$ cat src/rtl/count_uart_tx.sv
// count_uart_tx: serialises 8-bit counter snapshots onto a UART TX line.
// A one-entry holding register sits between the valid/ready producer and the
// bit shifter, so the next byte can be queued while the current frame shifts
// and frames can run back-to-back with no idle gap.
// Optional build macro: COUNT_UART_PARITY_EN adds an even-parity bit after
// the data bits (8E1, 11 bit times per frame); without it framing is 8N1.
`timescale 1ns/1ps
module count_uart_tx #(
  parameter int CLKS_PER_BIT = 16,
  parameter int DATA_W       = 8
) (
  input  logic              clk,
  input  logic              rst,
  input  logic [DATA_W-1:0] in_data,
  input  logic              in_valid,
  output logic              in_ready,
  output logic              tx,
  output logic              busy
);

  localparam int CNT_W = (CLKS_PER_BIT > 2) ? $clog2(CLKS_PER_BIT) : 1;
  localparam logic [CNT_W-1:0] BAUD_LAST = CNT_W'(CLKS_PER_BIT - 1);

  typedef enum logic [2:0] {
    IDLE   = 3'd0,
    START  = 3'd1,
    DATA   = 3'd2,
`ifdef COUNT_UART_PARITY_EN
    PARITY = 3'd3,
`endif
    STOP   = 3'd4
  } state_t;

`ifdef COUNT_UART_PARITY_EN
  // Even parity over the payload: the line bit makes the total count of ones even.
  function automatic logic even_parity(input logic [DATA_W-1:0] d);
    return ^d;
  endfunction
`endif

  // Registered state
  state_t            state_r;
  logic [DATA_W-1:0] hold_r;
  logic              hold_full_r;
  logic [DATA_W-1:0] shifter_r;
  logic [2:0]        bit_idx_r;
  logic [CNT_W-1:0]  baud_r;
  logic              tx_r;
  logic              busy_r;
  logic              in_ready_r;

  // Next-state values
  state_t            state_s;
  logic [DATA_W-1:0] hold_s;
  logic              hold_full_s;
  logic [DATA_W-1:0] shifter_s;
  logic [2:0]        bit_idx_s;
  logic [CNT_W-1:0]  baud_s;
  logic              tx_s;
  logic              busy_s;
  logic              in_ready_s;
  logic              load_s;
  logic              accept_s;
  logic              baud_wrap_s;

  // Next-state logic: frame sequencing, holding register and registered outputs.
  always_comb begin
    state_s     = state_r;
    hold_s      = hold_r;
    hold_full_s = hold_full_r;
    shifter_s   = shifter_r;
    bit_idx_s   = bit_idx_r;
    baud_s      = baud_r;
    load_s      = 1'b0;
    tx_s        = 1'b1;
    accept_s    = in_valid & in_ready_r;
    baud_wrap_s = (baud_r == BAUD_LAST);

    case (state_r)
      IDLE: begin
        baud_s    = {CNT_W{1'b0}};
        bit_idx_s = 3'd0;
        if (hold_full_r) begin
          load_s  = 1'b1;
          state_s = START;
        end else begin
          state_s = IDLE;
        end
      end
      START: begin
        if (baud_wrap_s) begin
          baud_s    = {CNT_W{1'b0}};
          bit_idx_s = 3'd0;
          state_s   = DATA;
        end else begin
          baud_s = baud_r + {{(CNT_W-1){1'b0}}, 1'b1};
        end
      end
      DATA: begin
        if (baud_wrap_s) begin
          baud_s = {CNT_W{1'b0}};
          if (bit_idx_r == 3'd7) begin
            bit_idx_s = 3'd0;
`ifdef COUNT_UART_PARITY_EN
            state_s   = PARITY;
`else
            state_s   = STOP;
`endif
          end else begin
            bit_idx_s = bit_idx_r + 3'd1;
          end
        end else begin
          baud_s = baud_r + {{(CNT_W-1){1'b0}}, 1'b1};
        end
      end
`ifdef COUNT_UART_PARITY_EN
      PARITY: begin
        if (baud_wrap_s) begin
          baud_s  = {CNT_W{1'b0}};
          state_s = STOP;
        end else begin
          baud_s = baud_r + {{(CNT_W-1){1'b0}}, 1'b1};
        end
      end
`endif
      STOP: begin
        if (baud_wrap_s) begin
          baud_s = {CNT_W{1'b0}};
          // A queued byte starts its frame straight after this stop bit.
          if (hold_full_r) begin
            load_s  = 1'b1;
            state_s = START;
          end else begin
            state_s = IDLE;
          end
        end else begin
          baud_s = baud_r + {{(CNT_W-1){1'b0}}, 1'b1};
        end
      end
      default: begin
        state_s   = IDLE;
        baud_s    = {CNT_W{1'b0}};
        bit_idx_s = 3'd0;
      end
    endcase

    // Shifter reload and producer transfer may coincide; both take effect.
    if (load_s) begin
      shifter_s = hold_r;
    end else begin
      shifter_s = shifter_r;
    end

    if (accept_s) begin
      hold_s      = in_data;
      hold_full_s = 1'b1;
    end else if (load_s) begin
      hold_full_s = 1'b0;
    end else begin
      hold_full_s = hold_full_r;
    end

    // Line level follows the current state; it is registered, so it lags
    // the state by one clock and never glitches.
    case (state_r)
      IDLE:    tx_s = 1'b1;
      START:   tx_s = 1'b0;
      DATA:    tx_s = shifter_r[bit_idx_r];
`ifdef COUNT_UART_PARITY_EN
      PARITY:  tx_s = even_parity(shifter_r);
`endif
      STOP:    tx_s = 1'b1;
      default: tx_s = 1'b1;
    endcase

    busy_s     = (state_s != IDLE) | hold_full_s;
    in_ready_s = ~hold_full_s;
  end

  // State register with synchronous reset; reset aborts any frame and drops the held byte.
  always_ff @(posedge clk) begin
    if (rst) begin
      state_r     <= IDLE;
      hold_r      <= {DATA_W{1'b0}};
      hold_full_r <= 1'b0;
      shifter_r   <= {DATA_W{1'b0}};
      bit_idx_r   <= 3'd0;
      baud_r      <= {CNT_W{1'b0}};
      tx_r        <= 1'b1;
      busy_r      <= 1'b0;
      in_ready_r  <= 1'b1;
    end else begin
      state_r     <= state_s;
      hold_r      <= hold_s;
      hold_full_r <= hold_full_s;
      shifter_r   <= shifter_s;
      bit_idx_r   <= bit_idx_s;
      baud_r      <= baud_s;
      tx_r        <= tx_s;
      busy_r      <= busy_s;
      in_ready_r  <= in_ready_s;
    end
  end

  assign tx       = tx_r;
  assign busy     = busy_r;
  assign in_ready = in_ready_r;

endmodule
$ cat config.mk
export PLATFORM = sky130hd
export DESIGN_NAME = count_uart_tx
export DESIGN_NICKNAME = d
export VERILOG_FILES = /design/src/rtl/count_uart_tx.sv
export SDC_FILE = /design/constraint.sdc
export NUM_CORES = 1
export LEC_CHECK = 0
export BUFFER_PORTS_ARGS = -buffer_cell sky130_fd_sc_hd__buf_4
export CORE_ASPECT_RATIO = 0.5
export CORE_MARGIN = 1.5
export CORE_UTILIZATION = 37
export DETAILED_ROUTE_END_ITERATION = 16
export SLEW_MARGIN = 20
export SYNTH_ARGS = -nofsm -noshare
export SYNTH_HDL_FRONTEND = slang
export SYNTH_SLANG_ARGS = --single-unit
$ cat constraint.sdc
create_clock -name clk -period 3.98 [get_ports clk]
set_clock_uncertainty 0.2 [all_clocks]
set_input_delay 0.199 -clock clk [delete_from_list [all_inputs] [get_ports clk]]
set_output_delay 0.199 -clock clk [all_outputs]
set_load 0.02 [all_outputs]
=== Yosys cells after proc, flatten, opt, wreduce, memory -nomap -nowiden ===
Cells that the tools add are included.

* Flip-flop bits (word level): 30
* Bits of input ports: 11

* Add/subtract/negate cells: 2
* $lt $le $gt $ge: 1
* Eq/ne operators: 7
* Multiplexer cells: 18
* Bitwise gates (word level): 5
* Reduce and logical (&&, ||, !) cells: 5

{| class="wikitable"
|+ Operators with widths
! kind !! count
|-
| two-way mux 3 bit || 7
|-
| one-hot mux 3 bit (4 select lines) || 1
|-
| one-hot mux 3 bit (3 select lines) || 1
|-
| equality test 3 bit, second input constant || 2
|-
| two-way mux 1 bit || 6
|-
| OR reduction 3 bit || 2
|-
| adder 4 x 1 -> 4 bit, second input constant || 1
|-
| equality test 4 bit, second input constant || 1
|-
| less-than comparator 3 x 4 -> 1 bit, second input constant || 1
|-
| != test 2 bit, second input constant || 2
|-
| one-hot mux 1 bit (2 select lines) || 2
|-
| adder 3 x 1 -> 3 bit, second input constant || 1
|-
| binary-select mux 1 bit (select 3 bit) || 1
|-
| equality test 3 x 1 -> 1 bit, second input constant || 1
|-
| equality test 3 x 2 -> 1 bit, second input constant || 1
|-
| zero test 3 bit || 1
|-
| NOT 1 bit || 3
|-
| AND reduction 3 bit || 1
|-
| nonzero test 3 bit || 1
|-
| AND 1 bit || 1
|-
| OR 1 bit || 1
|}

=== Logic depth before layout (Yosys ltp) ===
Gate-level depths: netlist (run 1).

* Depth after elaboration: 6
* Gate-level depth with buffers: 5
* Depth with buffers taken out: 5

=== Worst setup path after synthesis (run 1) ===
Ideal clock, no wire load.

* Path kind: reg2reg
* Start point: register baud_r[0]
* End point: register shifter_r[0]
* Setup time: 0.128 ns
* Data arrival time: 1.614 ns
* Required time: 3.652 ns
* Slack: 2.038 ns
* Cell stages (with the launch flop): 6
* Buffers on the path: 0
* Cell sequence: dfxtp_1 ha_1 nand3_2 a2111oi_4 mux2i_1 nor2_1

* Cells in the longest elaborated chain, start to end: 3

{| class="wikitable"
|+ RTL lines
! what !! line !! RTL
|-
| start, declared || 47 || <nowiki>logic [CNT_W-1:0] baud_r;</nowiki>
|-
| start signal, assigned || 188 || <nowiki>baud_r <= {CNT_W{1'b0}};</nowiki>
|-
| start signal, assigned || 198 || <nowiki>baud_r <= baud_s;</nowiki>
|-
| equality test 4 bit || 77 || <nowiki>baud_wrap_s = (baud_r == BAUD_LAST);</nowiki>
|-
| two-way mux 1 bit || 127 || <nowiki>if (baud_wrap_s) begin</nowiki>
|-
| one-hot mux 1 bit (2 select lines) || 79 || <nowiki>case (state_r)</nowiki>
|-
| end signal, assigned || 186 || <nowiki>shifter_r <= {DATA_W{1'b0}};</nowiki>
|-
| end signal, assigned || 196 || <nowiki>shifter_r <= shifter_s;</nowiki>
|-
| end, declared || 45 || <nowiki>logic [DATA_W-1:0] shifter_r;</nowiki>
|}

No other way between the ends.
A chain may end at the register's enable or synchronous reset.

=== Worst setup path in the final report (run 1) ===
* Start point: register baud_r[0]
* End point: register shifter_r[2]

The elaborated chain is that of the path after synthesis.

==> reports/metrics.yaml, run 1 <==
status: "completed"
ys.warnings.count: 0
setup_viol: 0
crit_type: "reg -> reg"
vias_per_cell: 4.98
reg2reg_depth: 5
crit_family: "compound AO/OA/AOI/OAI gates"
drc: 0
synth_cell_types: 36
overflow: 0
ys_top_cells_by_area: "dfxtp_1 (47%), mux2i_1 (9.3%), nand2_1 (5.8%)"
arrival_ps: 2090
portBuffers: 13
synthTopCellsByCount: "dfxtp_1 (30), nand2_1 (20), nor2_1 (16)"
crit_buf_inv: 0
worstMarginPinSlew_ps: 771
grt_util_all_layers_pct: 14.5
synth_cells: 137
grt_pass1_vias: 984
drive_gt1_share_pct: 15.2
fill_cells: 310
crit_fanout: 8
netlist_area_um2: 1290
nNetsFinal: 172
drv_slew: 0
fin_total_pwr_mw: 0.593
grt_first_pass_wirelength_mm: 4.24
worstSkewPairLatency_ps: 270
core_area_um2: 3150
synthFlopType: "dfxtp_1"
cts_tree: "built"
cp.depth: 5
vias: 987
die_y_um: 44.7
synth_top_area_share_pct: 46.6
cts-root-buf: "clkbuf_8"
start_kind: "flip-flop"
crit_path_end_kind: "flip-flop"
max_clock_freq_ghz: 0.467
antenna_found_initial: 0
power.leakage_nw: 0.607
min_path_cells: 2
setup_tns_ps: 0
clk_pin_slew_ps: 60
utilization_pct: 49.6
worstPathCellList: "ha_1, nand3_2, a2111oi_4, mux2i_1, nor2_1"
drt_wl_total_mm: 2.31
avgSynthCellArea_um2: 9.41
cp_slowest_stage_delay_ps: 770
grt_start_max_net_pins: 29
irDropWorstVdd_mv: 0.205
cts_made_buffers: 5
rows: 14
cts.sinks: 30
htree_num_levels: 2
final_hold_viol_count: 0
maxCapViolCount: 0
place_hpwl_mm: 1.60
drt-pass1-iter-count: 4
post-route-min-period_ps: 2140
synth_edf_count: 0
num_io_pins: 14
hold_path_class: "in -> reg"
fin_crit_sh_pct: 53.8
yosysMostFrequentCell: "dfxtp_1"
rsz0062_at_grt: "false"
ys_seq_elements: 30
critical_path_required_ps: 3930
worst_path_max_delay_cell: "a2111oi_4"
antennaDiodeCount: 0
power_density_nw_per_um2: 379
ys_async_sr_fraction_pct: 0
seq_area_frac_synth_pct: 46.6
dieWidth_um: 86.5
areaGrowthSynthToFinish_pct: 21.4
postRouteAntennaNets: 0
gp_congestion: 0.737
max_slew_margin_pct: 48.6
fp.dieArea_um2: 3870
yosysTopAreaCell: "dfxtp_1"
wl_per_cell_um: 11.7
start_util_pct: 40.9
drt_iter0_markers: 52
clock_path_buffers: 2
syn_nets: 151
sequential cells by signal, indices dropped and copies added (netlist names):
signal,flops
hold_full_r,1
baud_r,4
shifter_r,8
tx,1
in_ready,1
busy,1
bit_idx_r,3
state_r,3
hold_r,8
cell families after synthesis:
family / count (synthesis) / synth area share, %
flip-flops: 30 / 46.6
multiplexers: 14 / 11.9
adder cells (fa/ha/maj): 3 / 2.91
AND/OR/NAND/NOR: 56 / 21.2
AO/OA/AOI/OAI: 22 / 12.1
buffers and inverters: 8 / 2.52
XOR/XNOR: 4 / 2.72
what timing repair did:
item                      4_1_cts  5_1_grt
hold buffers                    8        0
hold endpoints to repair        8        0
gates resized for setup         0        0
setup buffers                   0        0
cell usage in the layout, fill, tap and decap left out, types with 2 or more instances in the layout:
cell and count:
clkbuf_1 2, xor2_1 2, o21ai_0 2, a21o_1 2, dfxtp_1 30, nor2_1 16, dlygate4sd3_1 8, mux2i_1 12
ha_1 3, xnor2_1 2, and2_1 3, nand2_1 20, nor3_1 4, a21oi_1 12, buf_4 13, clkbuf_8 5
layout make-up:
| cell class | count | area, um2 | area share (%) |
|---|---|---|---|
| multi-input cells | 99 | 656 | 41.9 |
| well taps | 40 | 50.0 | 3.20 |
| repair buffers | 21 | 178 | 11.4 |
| flip-flops and latches | 30 | 601 | 38.4 |
| inverters | 1 | 3.75 | 0.240 |
| clock buffers | 7 | 76.3 | 4.88 |
per-layer routing:
metal / vias up / track usage (%) / part of all wire, %
met4: 0 / 6.77 / 0.52
li1: 519 / - / -
met3: 2 / 4.39 / 2.8
met5: - / 0 / 0
met2: 10 / 24.8 / 48
met1: 456 / 17.3 / 49
stage by stage:
| step | worst slack, ps | area, um2 | hold WS [ps] | std cells |
|---|---|---|---|---|
| detailed placement | 1850 | 1410 | 238 | 183 |
| floorplan | 2040 | 1290 | 135 | 137 |
| finish | 1840 | 1560 | 84.8 | 198 |
| global route | 1690 | 1560 | 95.1 | 198 |
| CTS | 1820 | 1560 | 83.4 | 198 |
| global placement | 1900 | 1410 | 230 | 183 |
report_power, final:
| group | internal [mW] | switching, mW | total, mW |
|---|---|---|---|
| registers | 0.312 | 0.00850 | 0.320 |
| logic | 0.0288 | 0.0269 | 0.0557 |
| clock network | 0.120 | 0.0977 | 0.218 |
worst paths after layout:
path | from | endpoint | slack [ps]
hold / removal | rst | shifter_r[4] | 80
setup reg to reg | baud_r[0] | shifter_r[2] | 1840
hold reg to reg | baud_r[0] | baud_r[0] | 250
setup / recovery | baud_r[0] | shifter_r[2] | 1840
Power figures use the tool's default switching activity.
==> run 2: changes to the inputs <==
==> constraint.sdc (replaced) <==
create_clock -name clk -period 1.75 [get_ports clk]
set_clock_uncertainty 0.2 [all_clocks]
set_input_delay 0.0875 -clock clk [delete_from_list [all_inputs] [get_ports clk]]
set_output_delay 0.0875 -clock clk [all_outputs]
set_load 0.02 [all_outputs]
==> reports/metrics.yaml, run 2 (synthesis gave the netlist of run 1 again) <==
fill_cells: 279  # -10%
final_cells: 219  # +11%
setup_viol: 0  # unchanged
cts_made_buffers: 5  # unchanged
status: "completed"
gp_congestion: 0.715  # -3.0%
grt_util_all_layers_pct: 16.0  # +1.5 points
rsz0062_at_grt: "true"
setup_tns_ps: 0  # unchanged
crit_type: "reg -> reg"
worst_path_max_delay_cell: "a2111oi_4"
antennaDiodeCount: 0  # unchanged
areaGrowthSynthToFinish_pct: 42.1
arrival_ps: 1670  # -420 ps
post_cts_buffers: 0  # unchanged
crit_family: "compound AO/OA/AOI/OAI gates"
power_density_nw_per_um2: 861  # +130%
irDropWorstVdd_mv: 0.648  # +220%
worstMarginPinSlew_ps: 409  # -362 ps
antenna_found_initial: 0  # unchanged
place_ws_ps: 12.3  # -1840 ps
cts_tree: "built"
cts-root-buf: "clkbuf_8"
layout_commonest_cell: "dfxtp_1"
crit_path_end_kind: "flip-flop"
drt-pass1-iter-count: 4  # unchanged
grt_pass1_vias: 1060  # +7.7%
power.leakage_nw: 0.754  # +24%
num_io_pins: 14  # unchanged
core_area_um2: 3150  # unchanged
overflow: 0  # unchanged
die_y_um: 44.7  # unchanged
fp.dieArea_um2: 3870  # unchanged
endpoint: "shifter_r[6]"
placed_area_um2: 1530  # +8.4%
dieWidth_um: 86.5  # unchanged
r2r-start: "baud_r[1]"
max_clock_freq_ghz: 0.585  # +25%
post-route-min-period_ps: 1710  # -431 ps
vias_per_cell: 4.96  # -0.43%
nNetsFinal: 192  # +12%
utilization_pct: 58.1  # +8.5 points
postRouteAntennaNets: 0  # unchanged
clk_pin_slew_ps: 70  # about the same
layout_common_cells: "dfxtp_1 (28), buf_4 (22), nand2_1 (19)"
fin_total_pwr_mw: 1.58  # +170%
r2r-end: "shifter_r[6]"
max_slew_margin_pct: 72.5  # +24 points
drc: 0  # unchanged
whs_ps: 18.5  # -66.3 ps
cp.depth: 6  # +1
drt_iter0_markers: 33  # -37%
hold_path_class: "in -> reg"
worstSkewPairLatency_ps: 280  # about the same
crit_start: "baud_r[1]"
drive_gt1_share_pct: 25.1  # +9.9 points
maxCapViolCount: 0  # unchanged
htree_num_levels: 2  # unchanged
grt_start_max_net_pins: 29  # unchanged
crit_fanout: 8  # unchanged
start_util_pct: 40.9  # unchanged
place_hpwl_mm: 1.74  # +8.7%
drv_slew: 0  # unchanged
cp_slowest_stage_delay_ps: 360  # -410 ps
reg2reg_depth: 6  # +1
vias: 1087  # +10%
final_hold_viol_count: 0  # unchanged
rows: 14  # unchanged
crit_buf_inv: 1  # +1
grt_first_pass_wirelength_mm: 4.58  # +8.1%
worst_slack_ps: 41.2  # -1800 ps
regToRegSetupSlack_ps: 40  # -1800 ps
critical_path_required_ps: 1720  # -2210 ps
clock_path_buffers: 2  # unchanged
place_inst: 194  # +6.0%
largest_registers: "hold_r x8, shifter_r x8, baud_r x4"
worstPathCellList: "ha_4, nand3_4, a2111oi_4, buf_12, mux2i_1, nor2_1"
drt_wl_total_mm: 2.58  # +12%
start_kind: "flip-flop"
portBuffers: 13  # unchanged
cts.sinks: 30  # unchanged
wl_per_cell_um: 11.8  # +1.2%
fin_crit_sh_pct: 97.6  # +44 points
stdcell_area_um2: 1830  # +17%
==> run 2: cell types whose count changed in the layout (fill, tap and decap cells not counted), moves of 2 or more <==
cell           previous run  this run
dfxtp_2                   0         2
dlygate4sd3_1             8        17
clkbuf_1                  2         0
dfxtp_1                  30        28
buf_4                    13        22
clkinv_2                  0         2
==> run 2: worst min-delay path by stage <==
stage / from / to / slack (ps) / depth (start not counted)
floorplan: in_data[0] / hold_r[0] / 20 / 2
detailed placement: in_data[2] / hold_r[2] / 140 / 3
global route: in_valid / hold_full_r / 80 / 3
global placement: in_data[2] / hold_r[2] / 130 / 3
CTS: in_valid / hold_full_r / 140 / 3
finish: in_valid / hold_full_r / 20 / 3
==> run 2: cell type report <==
type,count,area (um2),share of cell area [%]
Tap cell,40,50.0,2.73
Clock buffer,5,68.8,3.76
Sequential cell,30,603,32.9
Clock inverter,3,40.0,2.19
Multi-Input combinational cell,99,699,38.2
Inverter,1,3.75,0.205
Timing Repair Buffer,41,367,20.0
==> run 2: layer usage <==
| metal | part of all wire [%] | global-route usage [%] | vias up | wire length, um |
|---|---|---|---|---|
| met5 | 0 | 0 | - | 0 |
| met1 | 50 | 19.4 | 500 | 1290 |
| met3 | 3.7 | 4.57 | 5 | 95 |
| met2 | 45 | 26.1 | 22 | 1160 |
| met4 | 1.7 | 9.35 | 0 | 44 |
| li1 | - | - | 560 | - |
==> run 2: timing repair <==
action	in CTS	in global routing
hold buffers	17	0
gates cloned	0	0
gates resized for setup	1	6
endpoints found under the setup margin	2	19
hold endpoints to repair	21	0
==> run 2: power breakdown <==
| part | internal [mW] | switching (mW) | leakage (nW) |
|---|---|---|---|
| combinational | 0.0958 | 0.0745 | 0.451 |
| clock | 0.418 | 0.266 | 0.0579 |
| sequential | 0.708 | 0.0148 | 0.245 |
| total | 1.22 | 0.355 | 0.754 |
==> run 2: worst min-delay path, cell delays in order <==
cell and delay, ps:
buf_4 90, nand2_2 130, a21oi_1 150
